## config.mk

```make
export PLATFORM = sky130hd
export DESIGN_NAME = ext_pipe_flat
export DESIGN_NICKNAME = d
export VERILOG_FILES = /design/src/rtl/ext_if.sv /design/src/rtl/ext_pipe.sv /design/src/flat_wrapper.sv
export SDC_FILE = /design/constraint.sdc
export NUM_CORES = 1
export LEC_CHECK = 0
export BUFFER_PORTS_ARGS = -buffer_cell sky130_fd_sc_hd__buf_2
export CELL_PAD_IN_SITES_DETAIL_PLACEMENT = 0
export CELL_PAD_IN_SITES_GLOBAL_PLACEMENT = 1
export CORE_MARGIN = 3
export CORE_UTILIZATION = 35
export CTS_CLUSTER_SIZE = 8
export DETAILED_ROUTE_END_ITERATION = 6
export PLACE_DENSITY = 0.76
export SLEW_MARGIN = 20
export SYNTH_ARGS = -nofsm -noshare
export SYNTH_HDL_FRONTEND = slang
export SYNTH_SLANG_ARGS = --single-unit
```

## constraint.sdc

```tcl
create_clock -name clk -period 1.9 [get_ports clk]
set_input_delay 0.095 -clock clk [delete_from_list [all_inputs] [get_ports clk]]
set_output_delay 0.095 -clock clk [all_outputs]
set_load 0.02 [all_outputs]
```

## src/rtl/ext_if.sv

```systemverilog
// Request/result handshake bundle for the extension pipeline.
// The master issues requests and consumes results; the slave is the pipeline itself.
interface ext_if #(
  parameter int DATA_W = 32
);
  localparam int OFF_W = $clog2(DATA_W / 8);

  logic              in_valid;
  logic              in_ready;
  logic [2:0]        in_mode;
  logic [DATA_W-1:0] in_data;
  logic [OFF_W-1:0]  in_off;
  logic              out_valid;
  logic              out_ready;
  logic [DATA_W-1:0] out_data;
  logic              out_err;

  modport master (
    output in_valid, in_mode, in_data, in_off, out_ready,
    input  in_ready, out_valid, out_data, out_err
  );

  modport slave (
    input  in_valid, in_mode, in_data, in_off, out_ready,
    output in_ready, out_valid, out_data, out_err
  );
endinterface

```

## src/rtl/ext_pipe.sv

```systemverilog
// Immediate / load-data extension unit behind an elastic valid/ready pipeline of
// LAT stages, with flush and a saturating illegal-request counter.
module ext_pipe #(
  parameter int DATA_W = 32,
  parameter int IMM_W  = 16,
  parameter int LAT    = 1,
  parameter int CNT_W  = 8
) (
  input  logic             clk,
  input  logic             reset,
  input  logic             flush,
  ext_if.slave             bus,
  output logic [CNT_W-1:0] err_cnt
);
  localparam int OFF_W = $clog2(DATA_W / 8);

  // Keep the low w bits of v; above them fill with zero, or with sb when sgn is set.
  function automatic logic [DATA_W-1:0] ext_field(input logic [DATA_W-1:0] v,
                                                  input int unsigned       w,
                                                  input logic              sgn,
                                                  input logic              sb);
    logic [DATA_W-1:0] r;
    r = '0;
    for (int unsigned i = 0; i < DATA_W; i++) begin
      r[i] = (i < w) ? v[i] : (sgn & sb);
    end
    return r;
  endfunction

  // Returns {illegal, result}; illegal requests produce a zero result.
  function automatic logic [DATA_W:0] ext_calc(input logic [2:0]        mode,
                                               input logic [DATA_W-1:0] d,
                                               input logic [OFF_W-1:0]  off);
    logic [DATA_W-1:0] sh;
    logic [DATA_W-1:0] r;
    logic              bad;
    int unsigned       pos;
    sh  = d >> {off, 3'b000};
    pos = 32'(off) * 8;
    r   = '0;
    bad = 1'b0;
    case (mode)
      3'd0: r = ext_field(d, IMM_W, 1'b0, d[IMM_W-1]);
      3'd1: r = ext_field(d, IMM_W, 1'b1, d[IMM_W-1]);
      3'd2: r = {d[IMM_W-1:0], {(DATA_W-IMM_W){1'b0}}};
      3'd3: r = ext_field(sh, 8, 1'b0, sh[7]);
      3'd4: r = ext_field(sh, 8, 1'b1, sh[7]);
      3'd5, 3'd6: begin
        bad = off[0] | ((pos + 16) > DATA_W);
        r   = ext_field(sh, 16, mode == 3'd6, sh[15]);
      end
      default: bad = 1'b1;
    endcase
    if (bad) r = '0;
    return {bad, r};
  endfunction

  logic [DATA_W:0]   res_c;
  logic              accept;
  logic              p1_leaves;
  logic              vld_p1;
  logic [DATA_W-1:0] data_p1;
  logic              err_p1;

  assign res_c        = ext_calc(bus.in_mode, bus.in_data, bus.in_off);
  assign bus.in_ready = ~vld_p1 | p1_leaves;
  assign accept       = bus.in_valid & bus.in_ready;

  // ---- input -> stage 1: extension result captured here ----
  always_ff @(posedge clk) begin
    if (reset)             vld_p1 <= 1'b0;
    else if (flush)        vld_p1 <= 1'b0;
    else if (bus.in_ready) vld_p1 <= bus.in_valid;
  end

  always_ff @(posedge clk) begin
    if (reset && LAT == 1) begin
      data_p1 <= '0;
      err_p1  <= 1'b0;
    end else if (accept) begin
      data_p1 <= res_c[DATA_W-1:0];
      err_p1  <= res_c[DATA_W];
    end
  end

  // Requests accepted during a flush are dropped from the pipe but still counted.
  always_ff @(posedge clk) begin
    if (reset)
      err_cnt <= '0;
    else if (accept && res_c[DATA_W] && !(&err_cnt))
      err_cnt <= err_cnt + 1'b1;
  end

  generate
    if (LAT == 2) begin : g_lat2
      logic              vld_p2;
      logic [DATA_W-1:0] data_p2;
      logic              err_p2;
      logic              p2_load;

      assign p2_load   = ~vld_p2 | bus.out_ready;
      assign p1_leaves = vld_p1 & p2_load;

      // ---- stage 1 -> stage 2: pure copy ----
      always_ff @(posedge clk) begin
        if (reset)        vld_p2 <= 1'b0;
        else if (flush)   vld_p2 <= 1'b0;
        else if (p2_load) vld_p2 <= vld_p1;
      end

      always_ff @(posedge clk) begin
        if (reset) begin
          data_p2 <= '0;
          err_p2  <= 1'b0;
        end else if (p2_load && vld_p1) begin
          data_p2 <= data_p1;
          err_p2  <= err_p1;
        end
      end

      assign bus.out_valid = vld_p2;
      assign bus.out_data  = data_p2;
      assign bus.out_err   = err_p2;
    end else begin : g_lat1
      assign p1_leaves     = vld_p1 & bus.out_ready;
      assign bus.out_valid = vld_p1;
      assign bus.out_data  = data_p1;
      assign bus.out_err   = err_p1;
    end
  endgenerate
endmodule

```

## src/flat_wrapper.sv

```systemverilog
// flat-port wrapper written by rule: the top's interface ports become plain ports
module ext_pipe_flat 
#(
  parameter int DATA_W = 32,
  parameter int IMM_W  = 16,
  parameter int LAT    = 1,
  parameter int CNT_W  = 8
)
  (clk, reset, flush, err_cnt, bus_in_valid, bus_in_mode, bus_in_data, bus_in_off, bus_out_ready, bus_in_ready, bus_out_valid, bus_out_data, bus_out_err);
  ext_if #(.DATA_W(DATA_W)) bus_i ();
  input  logic clk;
  input  logic reset;
  input  logic flush;
  output logic [CNT_W-1:0] err_cnt;
  input wire logic [$bits(bus_i.in_valid)-1:0] bus_in_valid;
  input wire logic [$bits(bus_i.in_mode)-1:0] bus_in_mode;
  input wire logic [$bits(bus_i.in_data)-1:0] bus_in_data;
  input wire logic [$bits(bus_i.in_off)-1:0] bus_in_off;
  input wire logic [$bits(bus_i.out_ready)-1:0] bus_out_ready;
  output wire logic [$bits(bus_i.in_ready)-1:0] bus_in_ready;
  output wire logic [$bits(bus_i.out_valid)-1:0] bus_out_valid;
  output wire logic [$bits(bus_i.out_data)-1:0] bus_out_data;
  output wire logic [$bits(bus_i.out_err)-1:0] bus_out_err;
  assign bus_i.in_valid = bus_in_valid;
  assign bus_i.in_mode = bus_in_mode;
  assign bus_i.in_data = bus_in_data;
  assign bus_i.in_off = bus_in_off;
  assign bus_i.out_ready = bus_out_ready;
  assign bus_in_ready = bus_i.in_ready;
  assign bus_out_valid = bus_i.out_valid;
  assign bus_out_data = bus_i.out_data;
  assign bus_out_err = bus_i.out_err;
  ext_pipe #(.DATA_W(DATA_W), .IMM_W(IMM_W), .LAT(LAT), .CNT_W(CNT_W)) u_core (.clk(clk), .reset(reset), .flush(flush), .bus(bus_i), .err_cnt(err_cnt));
endmodule
```

==> metrics.txt <==
GRT overflow 0; Placer Congestion 0.8205; number of I/O port buffers 84; Post-Syn Area about 2100 um^2; Least-Margin Pin Slew 0.5306 ns; Global Route Usage Sum 17.23%; Max stage delay on crit path ~0.43 ns; Peak VDD IR ~0.00040 V; Post-Route WL 6307 um; cell row count 27; CTS Buffer Depth 2; total of max-cap violations 0; hpwl dp ~4800 um; relative slew slack ~64%; Syn-to-layout area delta 30.35%; total negative setup slack 0 ns; Post-Synth XOR/XNOR Area under 10%; worst hold margin 0.05999 ns; syn_area_per_cell 9.578 um^2; antenna violations before repair 0; Initial Util 37.41%; Core ar. 5709 um^2; kind of critical path flip-flop to flip-flop; Seq/Total Area, Yosys about two fifths; via count 2058; TritonCTS Buffers 5; Layout Nets ~350; Max FO, Critical Path 6; post_cts resized 0; post-synthesis mux area share a little under a tenth; Leak 1.275 nW; Initial DRC Count around 110; first drt pass iteration count 4; die area 7075 um^2; Yosys reg bits between 40 and 50; crit path time final between 1.5 and 2 ns; die width 84.12 um; first-pass GRT wire length 9977 um; hold-fix buffers at CTS 1; Worst Setup End Kind flip-flop; Antenna Nets Post-Route 0; Hold Fails Final Rpt 0; largest family of logic cells by synthesized area compound AO/OA/AOI/OAI gates; Final Setup Violations 0; post-synthesis simple-gate area fraction 15.23%; CTS root buffer clkbuf_8; post-synthesis adder-cell area fraction roughly 1.1%; fmax 603.7 MHz; worst path cell trace nand2b_2 -> nand3_1 -> a21o_1 -> nor3_2 -> a221o_1; DR DRC count 0; power consumption 2.077 mW; Slew Viols, Final 0; CTS tree done; Cells after Synth between 200 and 250; asr flop ratio synth 0%; total setup buffers inserted after CTS 0; Clock transition at path regs around 0.090 ns; WP data arrival 1.90 ns; predominant post-synthesis flop cell dfxtp_1; WL per Instance between 15 and 20 um; status finished, final reports clean; Via-to-Cell Ratio 5.373; Net Count, Synth 266; vias in the first global route roughly 2000; number of I/O pins 85; CTS Sinks 42; layout cells sized above 1 38.26%; final setup skew 0.008634 ns; type of the worst min-delay path input port to flip-flop; post-synthesis compound-gate area fraction between 20% and 30%; largest net degree at the start of global routing 33; crit start category flip-flop; Tcrit/Tclk final 87.18%; RSZ-0062 raised after global routing no; power per cell area about 750 nW/um^2; Clk Latency, worst-skew pair about 0.30 ns; antenna cells 0; YS warnings 0; CP required 2.14 ns; Chip Height around 84 um; H-tree levels 2; fillers 575; unique cell type count in the Yosys netlist 47; Post-synth EDFFs 0; slowest stage cell, crit path nor3_2
final timing paths:
check                              start                       to  slack [ns]  cells past startpoint
hold reg to reg   u_core.bus.out_data[2]   u_core.bus.out_data[2]        0.45                      2
setup reg to reg    u_core.bus.out_valid  u_core.bus.out_data[11]        0.24                      5
hold / removal            bus_in_data[1]  u_core.bus.out_data[17]        0.06                      2
setup / recovery    u_core.bus.out_valid  u_core.bus.out_data[11]        0.24                      5
critical path, delay by kind of cell (launching register included):
family	cells	cell delay [ns]
AND/OR/NAND/NOR	3	0.73
AO/OA/AOI/OAI	2	0.52
flip-flops	1	0.33
cells in the final DEF (no fill, tap or decap), types with 3 or more instances in the layout:
cell type,instances
nor2b_1,5
o21ai_1,3
mux2i_1,4
inv_1,3
a211oi_1,4
nor3_1,3
a22oi_1,9
buf_4,11
nand2_1,27
o21ai_0,14
a22o_1,7
dfxtp_1,42
clkbuf_8,5
buf_2,84
nand3_1,5
a21oi_1,4
nor2_1,11
mux4_2,7
xnor2_1,4
a221o_1,21
nand3b_1,3
stage by stage:
| step | util (%) | std cells | cell area (um^2) | setup WS [ns] |
|---|---|---|---|---|
| after global placement | 46.61 | 374 | 2661 | 0.2133 |
| after detailed placement | 46.61 | 374 | 2661 | 0.1633 |
| after global routing | 48.76 | 383 | 2784 | 0.09944 |
| after CTS | 48.76 | 383 | 2784 | 0.2312 |
| final | 48.76 | 383 | 2784 | 0.2435 |
| after floorplan | - | 223 | 2136 | 0.1274 |
cells in the mapped netlist (3+ instances only):
| cell type | n | area [um^2] |
|---|---|---|
| inv_1 | 3 | 11.26 |
| nor3_1 | 3 | 15.01 |
| a211oi_1 | 4 | 30.03 |
| nor2_1 | 11 | 41.29 |
| nand2_1 | 27 | 101.4 |
| mux2i_1 | 4 | 40.04 |
| a21oi_1 | 5 | 25.02 |
| clkbuf_1 | 10 | 37.54 |
| a22oi_1 | 9 | 67.56 |
| nand3_1 | 5 | 25.02 |
| nor2b_1 | 5 | 31.28 |
| a22o_1 | 7 | 61.31 |
| xnor2_1 | 4 | 35.03 |
| a221o_1 | 21 | 210.2 |
| dfxtp_1 | 42 | 840.8 |
| o21ai_0 | 14 | 70.07 |
| nand3b_1 | 3 | 22.52 |
| o21ai_1 | 3 | 15.01 |
| mux4_2 | 7 | 157.7 |
routing by layer:
metal  global-route usage (%)  wire [um]  vias to the layer above
met2                    24.82       2728                       73
met1                    25.36       3040                      943
li1                         -          -                     1034
met3                    4.344        449                        8
met4                    4.825         89                        0
met5                        0          0                        -
cell type report:
class                   instances  area [um^2]  share of cell area, %
multi-input cells             161         1212                  43.55
flip-flops and latches         42        840.8                  30.20
repair buffers                 96        513.0                  18.43
well taps                      72        90.09                  3.236
clock buffers                   5        68.82                  2.472
clock inverters                 3        43.79                  1.573
inverters                       4        15.01                 0.5393
power breakdown:
group	leakage [nW]	switching (mW)	internal [mW]
Sequential	0.342	0.0216	0.919
Combinational	0.875	0.228	0.167
Clock	0.0585	0.347	0.395
Total	1.27	0.597	1.48
flip-flops by register name, indices dropped and copies added, names as in the netlist:
signal,flops
u_core.bus.out_data,32
u_core.bus.out_valid,1
u_core.bus.out_err,1
u_core.err_cnt,8
logic make-up (layout without fill, tap and decap cells):
logic type	Yosys count	count (layout)
multiplexers	11	11
XOR/XNOR	4	4
buffers and inverters	20	108
flip-flops	42	42
AO/OA/AOI/OAI	77	77
adder cells (fa/ha/maj)	2	2
AND/OR/NAND/NOR	67	67
Power figures use the tool's default switching activity.
